### src/rtl/onehot8_enc_pkg.sv
// Shared definitions for the one-hot event encoder.
//   NUM_LINES  : number of event lines (8)
//   CODE_PAD_W : zero padding above the 3-bit index in the output code
//   idx_t      : 3-bit event index
//   idx_onehot : index -> one-hot mask helper
package onehot8_enc_pkg;

  localparam int NUM_LINES  = 8;
  localparam int CODE_PAD_W = 5;

  typedef logic [2:0] idx_t;

  function automatic logic [NUM_LINES-1:0] idx_onehot(input idx_t i);
    logic [NUM_LINES-1:0] v;
    v    = '0;
    v[i] = 1'b1;
    return v;
  endfunction

endpackage

### src/rtl/onehot8_prio_pick.sv
// Combinational priority picker over eight request bits.
// The search starts at index 'base' and wraps 7 -> 0; the first set request
// found is returned.
//   req  in  8  request mask
//   base in  3  first index searched
//   any  out 1  at least one request set
//   idx  out 3  chosen index (equals base when no request is set)
module onehot8_prio_pick
  import onehot8_enc_pkg::*;
(
  input  logic [NUM_LINES-1:0] req,
  input  idx_t                 base,
  output logic                 any,
  output idx_t                 idx
);

  idx_t cand;

  // Walk from the farthest offset down to offset 0 so the nearest request
  // to base is the one left standing.
  always_comb begin
    any  = 1'b0;
    idx  = base;
    cand = '0;
    for (int i = NUM_LINES - 1; i >= 0; i--) begin
      cand = base + idx_t'(i);
      if (req[cand]) begin
        any = 1'b1;
        idx = cand;
      end
    end
  end

endmodule

### src/rtl/onehot8_event_encoder.sv
// Eight single-bit event lines -> registered 3-bit index on an 8-bit bus.
// Rising edges are captured into Pending and emitted one per handshake.
// Optional macro ONEHOT8_ENC_ROUND_ROBIN_EN selects rotating priority
// (search starts after the last loaded index); default is fixed priority,
// lowest index first.
//   clk, rst            clock, synchronous active-high reset
//   Input_1 .. Input_8  event lines, Input_k -> index k-1
//   Ready               consumer takes Output this cycle
//   Clear               clears Overflow
//   Output [7:0]        {5'b0, index}
//   Valid               Output holds an unconsumed event
//   Overflow            sticky lost-event flag
//   Pending [7:0]       captured events not yet loaded into Output
module onehot8_event_encoder
  import onehot8_enc_pkg::*;
#(
  parameter int    UUID = 0,
  parameter string NAME = ""
) (
  input  logic       clk,
  input  logic       rst,
  input  logic       Input_1,
  input  logic       Input_2,
  input  logic       Input_3,
  input  logic       Input_4,
  input  logic       Input_5,
  input  logic       Input_6,
  input  logic       Input_7,
  input  logic       Input_8,
  input  logic       Ready,
  input  logic       Clear,
  output logic [7:0] Output,
  output logic       Valid,
  output logic       Overflow,
  output logic [7:0] Pending
);

  logic [NUM_LINES-1:0] in_vec;
  logic [NUM_LINES-1:0] prev_q, prev_d;
  logic [NUM_LINES-1:0] pending_q, pending_d;
  logic [NUM_LINES-1:0] rise, moved;
  idx_t                 code_q, code_d;
  logic                 valid_q, valid_d;
  logic                 overflow_q, overflow_d;
  logic                 load, pick_any;
  idx_t                 pick_idx, pick_base;

  assign in_vec = {Input_8, Input_7, Input_6, Input_5,
                   Input_4, Input_3, Input_2, Input_1};

`ifdef ONEHOT8_ENC_ROUND_ROBIN_EN
  idx_t last_q, last_d;
  // last_q resets to 7 so the first search begins at index 0.
  assign pick_base = last_q + 3'd1;
`else
  assign pick_base = '0;
`endif

  onehot8_prio_pick u_pick (
    .req  (pending_q),
    .base (pick_base),
    .any  (pick_any),
    .idx  (pick_idx)
  );

  always_comb begin
    prev_d = in_vec;
    rise   = in_vec & ~prev_q;
    // The output register is free when empty or being consumed this cycle.
    load   = ~valid_q | Ready;
    moved  = (load && pick_any) ? idx_onehot(pick_idx) : '0;
    // A fresh edge on the bit being moved re-arms it as a new event.
    pending_d  = (pending_q & ~moved) | rise;
    overflow_d = (overflow_q & ~Clear) | (|(rise & pending_q & ~moved));
    valid_d    = load ? pick_any : valid_q;
    code_d     = (load && pick_any) ? pick_idx : code_q;
  end

`ifdef ONEHOT8_ENC_ROUND_ROBIN_EN
  always_comb begin
    last_d = (load && pick_any) ? pick_idx : last_q;
  end

  always_ff @(posedge clk) begin
    if (rst) last_q <= 3'd7;
    else     last_q <= last_d;
  end
`endif

  always_ff @(posedge clk) begin
    if (rst) begin
      prev_q     <= '0;
      pending_q  <= '0;
      code_q     <= '0;
      valid_q    <= 1'b0;
      overflow_q <= 1'b0;
    end else begin
      prev_q     <= prev_d;
      pending_q  <= pending_d;
      code_q     <= code_d;
      valid_q    <= valid_d;
      overflow_q <= overflow_d;
    end
  end

  assign Output   = {{CODE_PAD_W{1'b0}}, code_q};
  assign Valid    = valid_q;
  assign Overflow = overflow_q;
  assign Pending  = pending_q;

endmodule

### config.mk
export PLATFORM = sky130hd
export DESIGN_NAME = onehot8_event_encoder
export DESIGN_NICKNAME = d
export VERILOG_FILES = /design/src/rtl/onehot8_enc_pkg.sv /design/src/rtl/onehot8_prio_pick.sv /design/src/rtl/onehot8_event_encoder.sv
export SDC_FILE = /design/constraint.sdc
export NUM_CORES = 1
export LEC_CHECK = 0
export ABC_AREA = 1
export CAP_MARGIN = 30
export CORE_MARGIN = 3
export CORE_UTILIZATION = 30
export CTS_CLUSTER_SIZE = 20
export DETAILED_ROUTE_END_ITERATION = 6
export SLEW_MARGIN = 20
export SYNTH_ARGS = -nofsm -noshare
export SYNTH_HDL_FRONTEND = slang
export SYNTH_SLANG_ARGS = --single-unit
### constraint.sdc
create_clock -name clk -period 2.4 [get_ports clk]
set_clock_uncertainty 0.2 [all_clocks]
set_input_delay 0.48 -clock clk [delete_from_list [all_inputs] [get_ports clk]]
set_output_delay 0.48 -clock clk [all_outputs]
set_load 0.1 [all_outputs]
==> results.txt, run 1 <==
Achievable Freq -> 0.573 GHz
vias per inst -> 4.17
Mean Syn Cell Area -> 6.92 um2
nets@finish -> 180
metal1 wirelength -> 888 um
endpoints failing setup -> 0
Worst setup EP type -> register
final count of hold timing violations -> 0
Clock H-tree levels -> 1
FF/Latch Area -> 420 um2
RSZ-0062 raised after global routing -> no
die area -> 3970 um2
Worst Hold Depth -> 2
gr usage total -> 10.3%
DRC -> 0
first-pass detailed-route iteration total -> 3
worst-skew pair later-pin latency -> 310 ps
CP cell instances -> clkdlybuf4s50_1 > nor2_2 > inv_1 > nand2_1 > nor2_2 > nand3_1 > nand2_1 > nand2_1 > nor2_2 > a21oi_2
clk buf depth -> 2
Finished Layout Cells -> 211
Initial DRC Count -> 16
io pins -> 30
Setup Buffers After CTS -> 0
Reg2Reg Setup Slack -> 820 ps
R2R cell count -> 13
DRT antenna net count -> 0
layout cell share with drive strength beyond 1 -> 24.0%
Hold WC Path Type -> register to register
status -> finished clean
Crit path largest cell delay -> 470 ps
WL met2 -> 897 um
total negative slack -> 0 ps
vias in the first global route -> 826
final max-slew violation count -> 0
Top Layer Used -> met4
worst flop-to-flop path startpoint -> Pending[6]
crit-path leading delay family -> simple AND/OR/NAND/NOR gates
CTS Buf Count -> 3
largest net degree at the start of global routing -> 13
Post-CTS Resized -> 0
kind of critical path -> primary input to register
Worst EP required -> 2420 ps
first-pass GRT wire length -> 3340 um
die width -> 63.0 um
clk slew on worst S/H paths -> 120 ps
GPL Wtd Cong -> 0.851
IO Port Bufs -> 24
die height -> 63.0 um
P_leak -> 0.617 nW
met3 wire len -> 147 um
most frequent cells in the layout -> nand2_1, inv_1, dfxtp_1
most common cell after layout, fill and taps aside -> nand2_1
worst-path fanout max -> 4
root buffer cell -> clkbuf_4
Post-CTS Hold Buffers -> 0
Post-Syn Instances -> 141
Synth Cell Area -> 976 um2
CP bufs+invs -> 2
slowest CP cell -> clkdlybuf4s50_1
HP Start -> Pending[3]
peak supply drop -> 0.265 mV
RR Endpoint -> Overflow
post-synth cell types -> 19
sequential area share after synthesis -> 43.1%
clock tree from TritonCTS -> yes
Ys Warns -> 0
ANT cells -> 0
P&R area growth vs syn -> 27.4%
post-layout min period -> 1750 ps
crit share post-route -> 72.8%
Sink Count -> 21
power density cells -> 740 nW/um2
initial antenna violation count -> 0
Post-Route WL -> 1980 um
Avg WL per Cell -> 9.37 um
multi-input gate area in the final layout -> 435 um2
Initial Util -> 31.7%
Hold EP -> Pending[3]
# rows -> 20
Filler cells -> 338
Placed Cells -> 207
DP HPWL -> 1580 um
Max-Cap Viols -> 0
Critical Path Source Type -> primary input
register bit count reported by yosys -> 21
area of the core -> 3080 um2
critical path arrival -> 1770 ps
GRT overflow -> 0
DR vias -> 880
[sequential cells by signal, indices dropped and copies added (netlist names)]
register and cells:
Pending 8, prev_q 8, code_q 3, Overflow 1
Valid 1
[synthesized netlist by cell type (all sizes together)]
master	instances	area [um2]
inv	24	90.1
conb	1	3.75
nand3	4	20.0
a31oi	1	6.26
o21ai	5	25.0
or2	7	43.8
o22ai	1	6.26
dfxtp	21	420
clkbuf	2	7.51
o21a	1	7.51
nor2	27	119
nand2	30	125
a21oi	12	63.8
buf	5	37.5
[through the flow]
| step | hold slack, ps | power, mW | util [%] | worst slack, ps | cell area (um2) |
|---|---|---|---|---|---|
| after detailed placement | 296 | 0.757 | 39.5 | 311 | 1220 |
| after floorplan | 282 | 0.689 | - | 235 | 991 |
| after global routing | 348 | 0.970 | 40.4 | 561 | 1240 |
| after CTS | 315 | 0.931 | 40.4 | 640 | 1240 |
| after global placement | 285 | 0.755 | 39.5 | 320 | 1220 |
| final | 312 | 0.920 | 40.4 | 653 | 1240 |
[layout make-up]
cell class	instances	area share (%)
clock inverter	1	0.402
inverter	24	7.24
timing repair buffer	25	17.3
multi-input combinational	93	35.0
clock buffer	3	1.81
tap	44	4.43
sequential	21	33.8
[metal layers]
layer,vias up,global-route usage [%]
met5,-,0
met4,0,5.79
met3,5,2.70
met2,22,17.1
met1,388,11.9
li1,465,-
[how the worst max path moves through the flow]
stage / startpoint / to / slack [ps] / cells after the start
2_1_floorplan: Pending[7] / Overflow / 230 / 11
3_3_place_gp: Ready / Overflow / 320 / 10
3_5_place_dp: Ready / Overflow / 310 / 10
4_1_cts: Ready / Overflow / 640 / 10
5_1_grt: Ready / Overflow / 560 / 10
6_report: Ready / Overflow / 650 / 10
[where the power goes]
part           internal (mW)  switching (mW)  total, mW
Combinational         0.0845           0.268      0.352
Sequential             0.376          0.0188      0.395
Clock                 0.0623           0.110      0.173
[worst register-to-register path, delay by kind of cell (launching register included)]
family	cells	cell delay [ps]
flops	1	400
buf+inv	1	60
compound gates	1	60
simple gates	11	770
[cells by family after synthesis]
family,Yosys count,synth area share (%)
AND/OR/NAND/NOR,68,31.5
buffers and inverters,31,13.8
other,1,0.384
flip-flops,21,43.1
AO/OA/AOI/OAI,20,11.2
Note: power is estimated with default switching activity, not from simulation.
==> run 2, diff against run 1 <==
Clock period 2.4 ns to 1.4 ns, I/O delays scaled along.
==> run 2 against run 1 <==
Effect of this change:
- the flow now finishes with violations (negative setup slack)
- clock power rose by 68%
- critical path depth rose by 3
- global-route usage rose by 1.8 points
- setup slack got worse by 830 ps
- combinational power rose to 2.7 times the previous value
- cell area rose by 52%
- sequential power rose by 74%
- die area did not move
==> results.txt, run 2 (synthesized netlist as in run 1, its figures left out) <==
clk buf depth -> 2 (unchanged)
most common cell after layout, fill and taps aside -> buf_4 (was nand2_1)
P_int -> 1.15 mW (was 0.523 mW)
kind of critical path -> register to register (was primary input to register)
die area -> 3970 um2 (unchanged)
Max-Cap Viols -> 0 (unchanged)
Crit path largest cell delay -> 380 ps (was 470 ps)
net switching power -> 0.781 mW (was 0.397 mW)
Critical Path Source Type -> register (was primary input)
HP Start -> Ready (was Pending[3])
CP dominant cell by count -> nand2_1
vias per inst -> 4.12 (was 4.17)
Worst EP required -> 1400 ps (was 2420 ps)
Sw Ratio -> 40.5% (was 43.1%)
Worst setup EP type -> register (unchanged)
status -> finished, violations left (was finished clean)
Filler cells -> 266 (was 338)
gr usage total -> 12.2% (was 10.3%)
final max-slew violation count -> 0 (unchanged)
die height -> 63.0 um (unchanged)
vias in the first global route -> 965 (was 826)
peak supply drop -> 0.494 mV (was 0.265 mV)
P&R area growth vs syn -> 93.3% (was 27.4%)
Final Cell Area -> 1890 um2 (was 1240 um2)
Tot Pwr -> 1.93 mW (was 0.920 mW)
ANT cells -> 0 (unchanged)
DRC -> 0 (unchanged)
io pins -> 30 (unchanged)
nets@finish -> 215 (was 180)
sequential power share -> 35.8% (was 42.9%)
layout cell share with drive strength beyond 1 -> 57.4% (was 24.0%)
metal1 wirelength -> 1050 um (was 888 um)
multi-input gate area in the final layout -> 549 um2 (was 435 um2)
initial antenna violation count -> 0 (unchanged)
crit-path leading delay family -> simple AND/OR/NAND/NOR gates (unchanged)
Sink Count -> 21 (unchanged)
final count of hold timing violations -> 0 (unchanged)
hold slack -> 152 ps (was 312 ps)
GPL Wtd Cong -> 0.891 (was 0.851)
violated checks -> negative setup slack
crit share post-route -> 112%
Initial DRC Count -> 8 (was 16)
worst-path fanout max -> 5 (was 4)
GRT overflow -> 0 (unchanged)
IO Port Bufs -> 24 (unchanged)
worst setup path startpoint -> Pending[6] (was Ready)
CP cell instances -> inv_4 > nand2_2 > nand2_1 > nand2_1 > nand2_1 > nand2_2 > nand2_4 > nand2_4 > nand2_2 > nand2_1 > nand2_1 > nor2_2 > a21oi_2 (was clkdlybuf4s50_1 > nor2_2 > inv_1 > nand2_1 > nor2_2 > nand3_1 > nand2_1 > nand2_1 > nor2_2 > a21oi_2)
largest net degree at the start of global routing -> 12 (was 13)
RSZ-0062 raised after global routing -> yes (was no)
final worst slack -> -174 ps (was 653 ps)
power density cells -> 1020 nW/um2 (was 740 nW/um2)
met3 wire len -> 116 um (was 147 um)
Setup WS pre-CTS -> -471 ps (was 311 ps)
Avg WL per Cell -> 10.5 um (was 9.37 um)
area of the core -> 3080 um2 (unchanged)
Hold WC Path Type -> primary input to register (was register to register)
P_leak -> 0.882 nW (was 0.617 nW)
most frequent cells in the layout -> buf_4, nor2_1, inv_1 (was nand2_1, inv_1, dfxtp_1)
clk slew on worst S/H paths -> 120 ps (about the same)
first-pass detailed-route iteration total -> 4 (was 3)
WL met2 -> 1380 um (was 897 um)
Achievable Freq -> 0.636 GHz
DP Area -> 1630 um2 (was 1220 um2)
worst flop-to-flop path startpoint -> Pending[6] (unchanged)
DP HPWL -> 1860 um (was 1580 um)
Post-Route WL -> 2570 um (was 1980 um)
Initial Util -> 31.7% (unchanged)
first-pass GRT wire length -> 3880 um (was 3340 um)
clock tree from TritonCTS -> yes (unchanged)
Comb pwr share -> 49.1% (was 38.3%)
part of the power in the clock network -> 15.1% (was 18.8%)
CTS Buf Count -> 3 (unchanged)
FF/Latch Area -> 459 um2 (was 420 um2)
post-layout min period -> 1570 ps
endpoints failing setup -> 18 (was 0)
Clock H-tree levels -> 1 (unchanged)
# rows -> 20 (unchanged)
critical path arrival -> 1570 ps (was 1770 ps)
CP bufs+invs -> 1 (was 2)
DRT antenna net count -> 0 (unchanged)
root buffer cell -> clkbuf_4 (unchanged)
Top Layer Used -> met4 (unchanged)
slowest CP cell -> dfxtp_4 (was clkdlybuf4s50_1)
die width -> 63.0 um (unchanged)
worst-skew pair later-pin latency -> 300 ps (was 310 ps)
DR vias -> 1,014 (was 880)
run 2: path summary, 6_finish.rpt:
kind                                   end  slack [ps]  cells after the start
worst max register to register    Overflow        -170                     13
worst min-delay path                 Valid         150                      4
worst max-delay path              Overflow        -170                     13
worst min register to register  Pending[5]         300                      2
run 2: repair_timing:
item | in CTS | in global routing
hold buffers | 0 | 0
endpoints found under the setup margin | 16 | 19
pin swaps | 3 | 9
buffers inserted | 4 | 7
resized for setup | 24 | 27
gates cloned | 0 | 0
run 2: metrics by stage:
step / TNS [ps] / std cells / utilization [%]
3_3_place_gp: -2990 / 232 / 52.8
2_1_floorplan: -830 / 145 / -
6_report: -1150 / 246 / 61.3
4_1_cts: -741 / 240 / 57.5
5_1_grt: -2120 / 246 / 61.3
3_5_place_dp: -3160 / 232 / 52.8
run 2: cell type report:
cell class	instances	share of cell area [%]
clock buffer	4	1.39
timing repair buffer	60	37.3
inverter	24	4.91
sequential	21	24.3
tap	44	2.92
multi-input combinational	93	29.1
run 2: layer usage:
metal  track usage (%)  up-vias
met3              2.34        4
met5                 0        -
met4              5.51        0
met1              13.5      450
li1                  -      536
met2              22.1       24
run 2: worst register-to-register path: stages (launching register included):
cell	delay, ps
dfxtp_4	380
inv_4	40
nand2_2	40
nand2_1	40
nand2_1	70
nand2_1	70
nand2_2	80
nand2_4	70
nand2_4	120
nand2_2	80
nand2_1	60
nand2_1	60
nor2_2	110
a21oi_2	60
run 2: power by group through the flow:
stage	combinational, mW	sequential, mW	clock, mW
after floorplan	0.248	0.942	0
after global placement	0.804	0.689	0
after detailed placement	0.811	0.691	0
after CTS	0.868	0.689	0.296
after global routing	0.991	0.695	0.320
final	0.946	0.689	0.291
